==> src/rtl/pu_driver_pkg.sv <==
// Shared types and constants for the PU feeding sequencer.
package pu_driver_pkg;

  localparam int FP_WIDTH  = 32;
  localparam int ROW_WORDS = 4;
  localparam int ROW_WIDTH = ROW_WORDS * FP_WIDTH;

  localparam logic [FP_WIDTH-1:0] FP_POS_ZERO = 32'h0000_0000;

  typedef enum logic [2:0] {
    ST_IDLE,
    ST_FETCH,
    ST_LOAD,
    ST_WRITE,
    ST_CAPTURE,
    ST_EMIT
  } state_t;

  // Word k of a weight row; word 0 sits in the least significant bits.
  function automatic logic [FP_WIDTH-1:0] row_word(input logic [ROW_WIDTH-1:0] row,
                                                  input int k);
    return row[k*FP_WIDTH +: FP_WIDTH];
  endfunction

endpackage

==> src/rtl/pu_driver_fp.sv <==
// fp_relu: clamps any value with the sign bit set (negatives, -0.0, negative
// NaNs) to +0.0. Pure wiring on the sign bit, no FP arithmetic.
module fp_relu
  import pu_driver_pkg::*;
(
  input  logic [FP_WIDTH-1:0] a,
  output logic [FP_WIDTH-1:0] y
);

  assign y = a[FP_WIDTH-1] ? FP_POS_ZERO : a;

endmodule

==> src/rtl/pu_driver.sv <==
// pu_driver: walks N_NEURONS weight rows, feeds x/w to the PU, pulses
// mult_write, captures the PU sum and streams each neuron result out.
// Optional feature macro: PU_DRIVER_RELU_EN (ReLU on captured results).
//
// state   | meaning
// IDLE    | waiting for start; x_in latched on accepted start
// FETCH   | w_rd asserted for row idx
// LOAD    | memory data valid, w1..w4 loaded
// WRITE   | mult_write pulse, PU captures x/w
// CAPTURE | PU sum (optionally ReLU'd) registered with idx
// EMIT    | result_valid held until handshake
module pu_driver
  import pu_driver_pkg::*;
#(
  parameter int N_NEURONS = 4,
  parameter int ADDR_W    = 2
) (
  input  logic                 clk,
  input  logic                 rst,
  input  logic                 start,
  input  logic [FP_WIDTH-1:0]  x_in1,
  input  logic [FP_WIDTH-1:0]  x_in2,
  input  logic [FP_WIDTH-1:0]  x_in3,
  input  logic [FP_WIDTH-1:0]  x_in4,
  output logic                 busy,
  output logic                 done,
  output logic                 w_rd,
  output logic [ADDR_W-1:0]    w_addr,
  input  logic [ROW_WIDTH-1:0] w_data,
  output logic [FP_WIDTH-1:0]  x1,
  output logic [FP_WIDTH-1:0]  x2,
  output logic [FP_WIDTH-1:0]  x3,
  output logic [FP_WIDTH-1:0]  x4,
  output logic [FP_WIDTH-1:0]  w1,
  output logic [FP_WIDTH-1:0]  w2,
  output logic [FP_WIDTH-1:0]  w3,
  output logic [FP_WIDTH-1:0]  w4,
  output logic                 mult_write,
  input  logic [FP_WIDTH-1:0]  a,
  output logic                 result_valid,
  input  logic                 result_ready,
  output logic [FP_WIDTH-1:0]  result_data,
  output logic [ADDR_W-1:0]    result_idx
);

  localparam logic [ADDR_W-1:0] LAST_IDX = ADDR_W'(N_NEURONS - 1);

  state_t              state;
  state_t              state_nxt;
  logic [ADDR_W-1:0]   idx;
  logic [FP_WIDTH-1:0] a_f;
  logic                handshake;
  logic                last_row;

  assign handshake = result_valid & result_ready;
  assign last_row  = (idx == LAST_IDX);
  assign w_addr    = idx;

`ifdef PU_DRIVER_RELU_EN
  fp_relu u_relu (
    .a (a),
    .y (a_f)
  );
`else
  assign a_f = a;
`endif

  // State register.
  always_ff @(posedge clk) begin
    if (rst) state <= ST_IDLE;
    else     state <= state_nxt;
  end

  // Next-state and strobe decode; strobes are pure state decodes so they
  // drop to 0 together with the state on reset.
  always_comb begin
    state_nxt    = state;
    busy         = 1'b1;
    w_rd         = 1'b0;
    mult_write   = 1'b0;
    result_valid = 1'b0;
    case (state)
      ST_IDLE: begin
        busy = 1'b0;
        if (start) state_nxt = ST_FETCH;
      end
      ST_FETCH: begin
        w_rd      = 1'b1;
        state_nxt = ST_LOAD;
      end
      ST_LOAD:    state_nxt = ST_WRITE;
      ST_WRITE: begin
        mult_write = 1'b1;
        state_nxt  = ST_CAPTURE;
      end
      ST_CAPTURE: state_nxt = ST_EMIT;
      ST_EMIT: begin
        result_valid = 1'b1;
        if (handshake) state_nxt = last_row ? ST_IDLE : ST_FETCH;
      end
      default:    state_nxt = ST_IDLE;
    endcase
  end

  // Datapath registers: operands, result, neuron index and done pulse.
  always_ff @(posedge clk) begin
    if (rst) begin
      idx         <= '0;
      x1          <= '0;
      x2          <= '0;
      x3          <= '0;
      x4          <= '0;
      w1          <= '0;
      w2          <= '0;
      w3          <= '0;
      w4          <= '0;
      result_data <= '0;
      result_idx  <= '0;
      done        <= 1'b0;
    end else begin
      done <= 1'b0;
      case (state)
        ST_IDLE: begin
          if (start) begin
            x1  <= x_in1;
            x2  <= x_in2;
            x3  <= x_in3;
            x4  <= x_in4;
            idx <= '0;
          end
        end
        ST_LOAD: begin
          w1 <= row_word(w_data, 0);
          w2 <= row_word(w_data, 1);
          w3 <= row_word(w_data, 2);
          w4 <= row_word(w_data, 3);
        end
        ST_CAPTURE: begin
          result_data <= a_f;
          result_idx  <= idx;
        end
        ST_EMIT: begin
          if (handshake) begin
            if (last_row) done <= 1'b1;
            else          idx  <= idx + 1'b1;
          end
        end
        default: ;
      endcase
    end
  end

endmodule

==> config.mk <==
export PLATFORM = sky130hd
export DESIGN_NAME = pu_driver
export DESIGN_NICKNAME = d
export VERILOG_FILES = /design/src/rtl/pu_driver_pkg.sv /design/src/rtl/pu_driver_fp.sv /design/src/rtl/pu_driver.sv
export SDC_FILE = /design/constraint.sdc
export NUM_CORES = 1
export LEC_CHECK = 0
export ABC_AREA = 1
export BUFFER_PORTS_ARGS = -buffer_cell sky130_fd_sc_hd__clkbuf_2
export CAP_MARGIN = 20
export CORE_AREA = 2 2 229 231
export DETAILED_ROUTE_END_ITERATION = 10
export DIE_AREA = 0 0 231 233
export GPL_ROUTABILITY_DRIVEN = 0
export PLACE_DENSITY_LB_ADDON = 0.05
export RECOVER_POWER = 100
export REMOVE_ABC_BUFFERS = 1
export SYNTH_ARGS = -nofsm -noshare
export SYNTH_HDL_FRONTEND = slang
export SYNTH_SLANG_ARGS = --single-unit
==> constraint.sdc <==
create_clock -name clk -period 1.8 [get_ports clk]
set_clock_uncertainty 0.1 [all_clocks]
set_input_delay 0.18 -clock clk [delete_from_list [all_inputs] [get_ports clk]]
set_output_delay 0.18 -clock clk [all_outputs]
set_load 0.1 [all_outputs]
# Word-level counts from Yosys, hierarchy flattened
# Cells that the tools add are included.
op_classes:
  addsub: 1
  eq_ne: 9
  mux: 13
  bitwise_logic: 3
  n_reduce_logical: 6
op_table:
  columns: ["operator", "n"]
  rows:
  - ["$pmux 3 s6", 1]
  - ["$eq 3x2->1 const B", 2]
  - ["$eq 3x3->1 const B", 2]
  - ["$mux 1", 6]
  - ["$mux 2", 3]
  - ["$mux 3", 2]
  - ["$ne 2x2->1 const B", 3]
  - ["$pmux 2 s2", 1]
  - ["$reduce_and 2->1", 2]
  - ["$reduce_and 4->1", 1]
  - ["$eq 3x1->1 const B", 1]
  - ["$logic_not 3->1", 1]
  - ["$reduce_or 3->1", 1]
  - ["$add 2x1->2 const B", 1]
  - ["$eq 2x2->1 const B", 1]
  - ["$not 1->1", 2]
  - ["$reduce_bool 2->1", 1]
  - ["$and 1x1->1", 1]
totals:
  reg_bits: 296
  input_bits: 292
  out_inout_bits: 297
  wordCells: 45

# Logic depth before layout (Yosys ltp)
logic_depth:
  word_depth: 5
  mapped_depth: 8
  mapped_depth_nobuf: 8

# Worst setup path after synthesis
# OpenSTA, ideal clock, no wires.
synth_timing:
  path_type: "register to register"
  startpoint: "reg state[0]"
  endpoint: "reg state[1]"
  setup_ns: 0.070
  t_arrival_ns: 2.755
  t_required_ns: 1.630
  slack_ns: -1.125
  stages_incl_launch_ff: 5
  n_path_buf: 0
  synth_period_minus_slack_ns: 2.925
  cell_sequence: "dfxtp_1 inv_1 nor3_1 inv_1 a21oi_1"
synth_between:
  elab_chain_cells: 5
  word_cells_on_any_way: 12
  classes_between: "7 x eq/ne; 2 x mux; 1 x bitwise; 2 x reduce/logical"
synth_rtl:
  columns: ["item", "line", "source"]
  rows:
  - ["from (decl)", "pu_driver.sv:48", "state_t state;"]
  - ["from (signal assigned)", "pu_driver.sv:71", "else state <= state_nxt;"]
  - ["$eq 3x3->1", "pu_driver.sv:82", "case (state)"]
  - ["$mux 1", "pu_driver.sv:82", null]
  - ["$and 1x1->1", "pu_driver.sv:55", "assign handshake = result_valid & result_ready;"]
  - ["$ne 2x2->1 (no source line)", null, null]
  - ["$reduce_and 2->1 (no source line)", null, null]
# Several ways; a longest one is shown, not always the timed one.
# A chain may end at the register's enable or synchronous reset.

# Final worst setup path
layout_timing:
  startpoint: "reg state[1]"
  endpoint: "out mult_write"
layout_between:
  elab_chain_cells: 2
layout_rtl:
  columns: ["item", "line", "source"]
  rows:
  - ["$eq 3x2->1", "pu_driver.sv:82", null]
  - ["$mux 1", "pu_driver.sv:82", null]
  - ["to (decl)", "pu_driver.sv:38", "output logic mult_write,"]
# Every way passes these cells.

==> results.py <==
metrics = {
    "run_status": {
        "status": "complete, no violations",
    },
    "synth": {
        "synth_xor_area_share_pct": 0,
        "yosys.area_share.simple_pct": 13.9,
        "synth_area_mm2": 0.0106,
        "synth_compound_area_share_pct": 20.1,
        "synth_top_area_cell": "dfxtp_1",
        "synthTopCellsByArea": "dfxtp_1 56%, a21oi_1 12%, o21ai_0 7.8%",
        "netlist_instances": 1316,
        "seq_area_frac_synth_pct": 55.8,
        "ys_warn_count": 0,
        "yosys.area_share.adder_pct": 0.118,
        "synth_mux_area_share_pct": 0,
        "synthDistinctLibCells": 15,
        "ys_seq_elements": 296,
        "synth_top_family_by_area": "compound AO/OA/AOI/OAI gates",
        "synth.top_cell.area_share_pct": 55.8,
        "avgSynthCellArea_um2": 8.07,
    },
    "power": {
        "switching_share_pct": 42.3,
        "seqPwrFrac_pct": 32.2,
        "p_int_w": 0.0136,
        "p_sw_w": 0.00997,
        "p_clk_share_pct": 32.1,
        "power_density_mw_per_mm2": 1270,
        "p_leak_nw": 8.18,
        "peakVddDrop_mv": 0.639,
        "power_frac_comb_pct": 35.7,
    },
    "setup_path": {
        "critPathTopFamily": "buffers and inverters",
        "rr_endpoint": "x2[6]",
        "crit_chain": "buf_6, inv_4, nor3_4, buf_6, buf_12",
        "crit_path_end_kind": "output pin",
        "ff2ff_path_depth": 7,
        "worstSetupEndpoint": "mult_write",
        "start_kind": "flop",
        "path_max_fanout": 3,
        "regToRegStartpoint": "state[2]",
        "timing.critical_path.mode_cell": "buf_6",
        "startpoint": "state[1]",
        "r2r_setup_slack_ns": 0.12,
        "cp.buffers_inverters": 4,
        "max_stage_delay_ns": 0.33,
        "critical_path_depth": 5,
        "cp_data_required_time_ns": 1.52,
        "arrival_ns": 1.49,
        "critical_path_class": "flop to output pin",
        "crit_slowest_cell": "dfxtp_2",
    },
    "clock_tree": {
        "h-tree-depth": 2,
        "cts.sinks": 296,
        "cts_tree": "built",
        "clock_latency_ns": 0.54,
        "cts_buffers": 38,
        "ctsRootBufferMaster": "clkbuf_16",
        "clk_path_buf_depth": 3,
        "path_clk_slew_ns": 0.06,
    },
    "run": {
        "timing.max_cap.violations": 0,
    },
    "sta": {
        "worstMarginPinSlew_ns": 0.790,
        "setup_violations": 0,
        "hold_viol_final": 0,
        "setup_tns_ns": 0,
        "rsz0062_at_grt": "true",
        "post-route-period-util_pct": 98.6,
        "slew_violations": 0,
        "max-slew-margin-rel_pct": 47.3,
        "layout_min_cycle_time_ns": 1.77,
        "max_freq_mhz": 564,
    },
    "placement": {
        "dpl_cell_area_mm2": 0.0143,
        "dpl.hpwl_um": 33100,
        "port_buffers": 588,
    },
    "global_routing": {
        "top_usage_layer": "met2",
        "grt_use_met3_pct": 6.38,
        "overflow": 0,
        "grt_pass1_wl_um": 68900,
        "grt_pass1_vias": 11800,
        "antenna_found_initial": 3,
        "met1_usage_pct": 19.7,
        "grt_max_degree": 131,
        "gr-usage-all-layers_pct": 16.5,
        "use_met2_pct": 27.4,
    },
    "final_layout": {
        "nets": 2449,
        "final_util_pct": 36.2,
        "drive_gt1_share_pct": 31.4,
        "final_area_mm2": 0.0185,
        "area_delta_synth_final_pct": 74.3,
    },
    "floorplanning": {
        "row_count": 83,
        "io_pins": 589,
        "fp.dieH_um": 233,
        "dieArea_mm2": 0.0538,
        "initial_utilization_pct": 20.8,
        "die_x_um": 231,
        "core-area_mm2": 0.0511,
    },
    "detailed_routing": {
        "vias_per_cell": 4.13,
        "firstDrtPassIters": 4,
        "drtIter0Drc": 487,
        "routed-via-count": 11800,
        "post_drt_wl_per_cell_um": 16.3,
        "drc": 0,
        "postRouteWirelength_um": 46600,
        "antenna_left": 0,
    },
    "min_path": {
        "worst_hold_path_type": "input pin to flop",
    },
}
-- worst min-delay path by stage --
stage | to | cells after the start | slack (ns) | startpoint
floorplan | state[1] | 1 | 0.15 | rst
global placement | result_data[13] | 3 | 0.33 | a[13]
detailed placement | w2[8] | 2 | 0.33 | w2[8]
CTS | w_addr[0] | 5 | 0.09 | rst
global route | w_addr[0] | 5 | 0.1 | rst
finish | x1[4] | 3 | 0.1 | rst
-- cells in the final DEF, fill, tap and decap left out, drive strengths merged --
master | netlist | layout
clkbuf | 41 | 643
dfxtp | 296 | 296
dlygate4sd3 | 0 | 290
a21oi | 260 | 260
o21ai | 166 | 166
nand2 | 136 | 136
inv | 137 | 136
nand3 | 132 | 132
nor2 | 76 | 76
buf | 68 | 37
clkinv | 0 | 4
diode | 0 | 3
nor3 | 3 | 3
bufinv | 0 | 2
ha | 1 | 1
-- final cells by class --
class | instances | area, µm²
antenna | 3 | 7.51
clock buffer | 61 | 1150
clock inverter | 5 | 75.1
fill | 5504 | 32600
inverter | 137 | 520
multi-input combinational | 774 | 3670
sequential | 296 | 5930
tap | 680 | 851
timing repair buffer | 909 | 6300
-- kinds of logic (layout without fill, tap and decap cells) --
logic type                 after synthesis  count (layout)
AOI/OAI and AO/OA                      426             426
and+or+nand+nor                        347             347
DFF                                    296             296
buffers and inverters                  246            1112
adders and majority gates                1               1
other                                    0               3
-- registers in the layout, indices dropped and copies added, names as in the netlist, 3 cells and up --
| name | cells |
|---|---|
| w1 | 32 |
| x4 | 32 |
| w3 | 32 |
| x1 | 32 |
| w2 | 32 |
| x3 | 32 |
| x2 | 32 |
| result_data | 32 |
| w4 | 32 |
| state | 3 |
-- layer usage --
metal	part of all wire [%]	routed length, µm
met1	43	19800
met2	47	21700
met3	8.6	3990
met4	2.3	1070
met5	0	0
-- Yosys cell counts (all sizes together) --
library cell	n
nor2	76
nand2	136
a21oi	260
dfxtp	296
buf	68
o21ai	166
nor3	3
inv	137
ha	1
clkbuf	41
nand3	132
-- what timing repair did --
action	in CTS	in global routing
endpoints found under the hold margin	291	0
setup endpoints to repair	4	47
pin swaps	1	1
buffers inserted	1	0
resized for setup	12	8
hold buffers	290	0
-- power groups by stage --
stage               combinational [W]  clock (W)  sequential, W
floorplan                     0.00136          0         0.0124
global placement              0.00792          0        0.00769
detailed placement            0.00792          0        0.00770
CTS                           0.00848    0.00790        0.00758
global route                  0.00883    0.00813        0.00765
finish                        0.00841    0.00756        0.00757
-- tightest hold or removal path, cell delays in order --
cell and delay [ns]:
buf_4 0.14, buf_12 0.20, a21oi_1 0.16
-- per-stage QoR --
step | cells | setup slack [ns] | total power, W | hold WS, ns
floorplan | 1207 | -3.79 | 0.0137 | 0.149
global placement | 2506 | 0.259 | 0.0156 | 0.330
detailed placement | 2506 | 0.193 | 0.0156 | 0.334
CTS | 2862 | -0.0416 | 0.0240 | 0.0880
global route | 2865 | -0.0527 | 0.0246 | 0.0950
finish | 2865 | 0.0259 | 0.0235 | 0.0987
No activity file was read; power rests on OpenSTA's default activity.
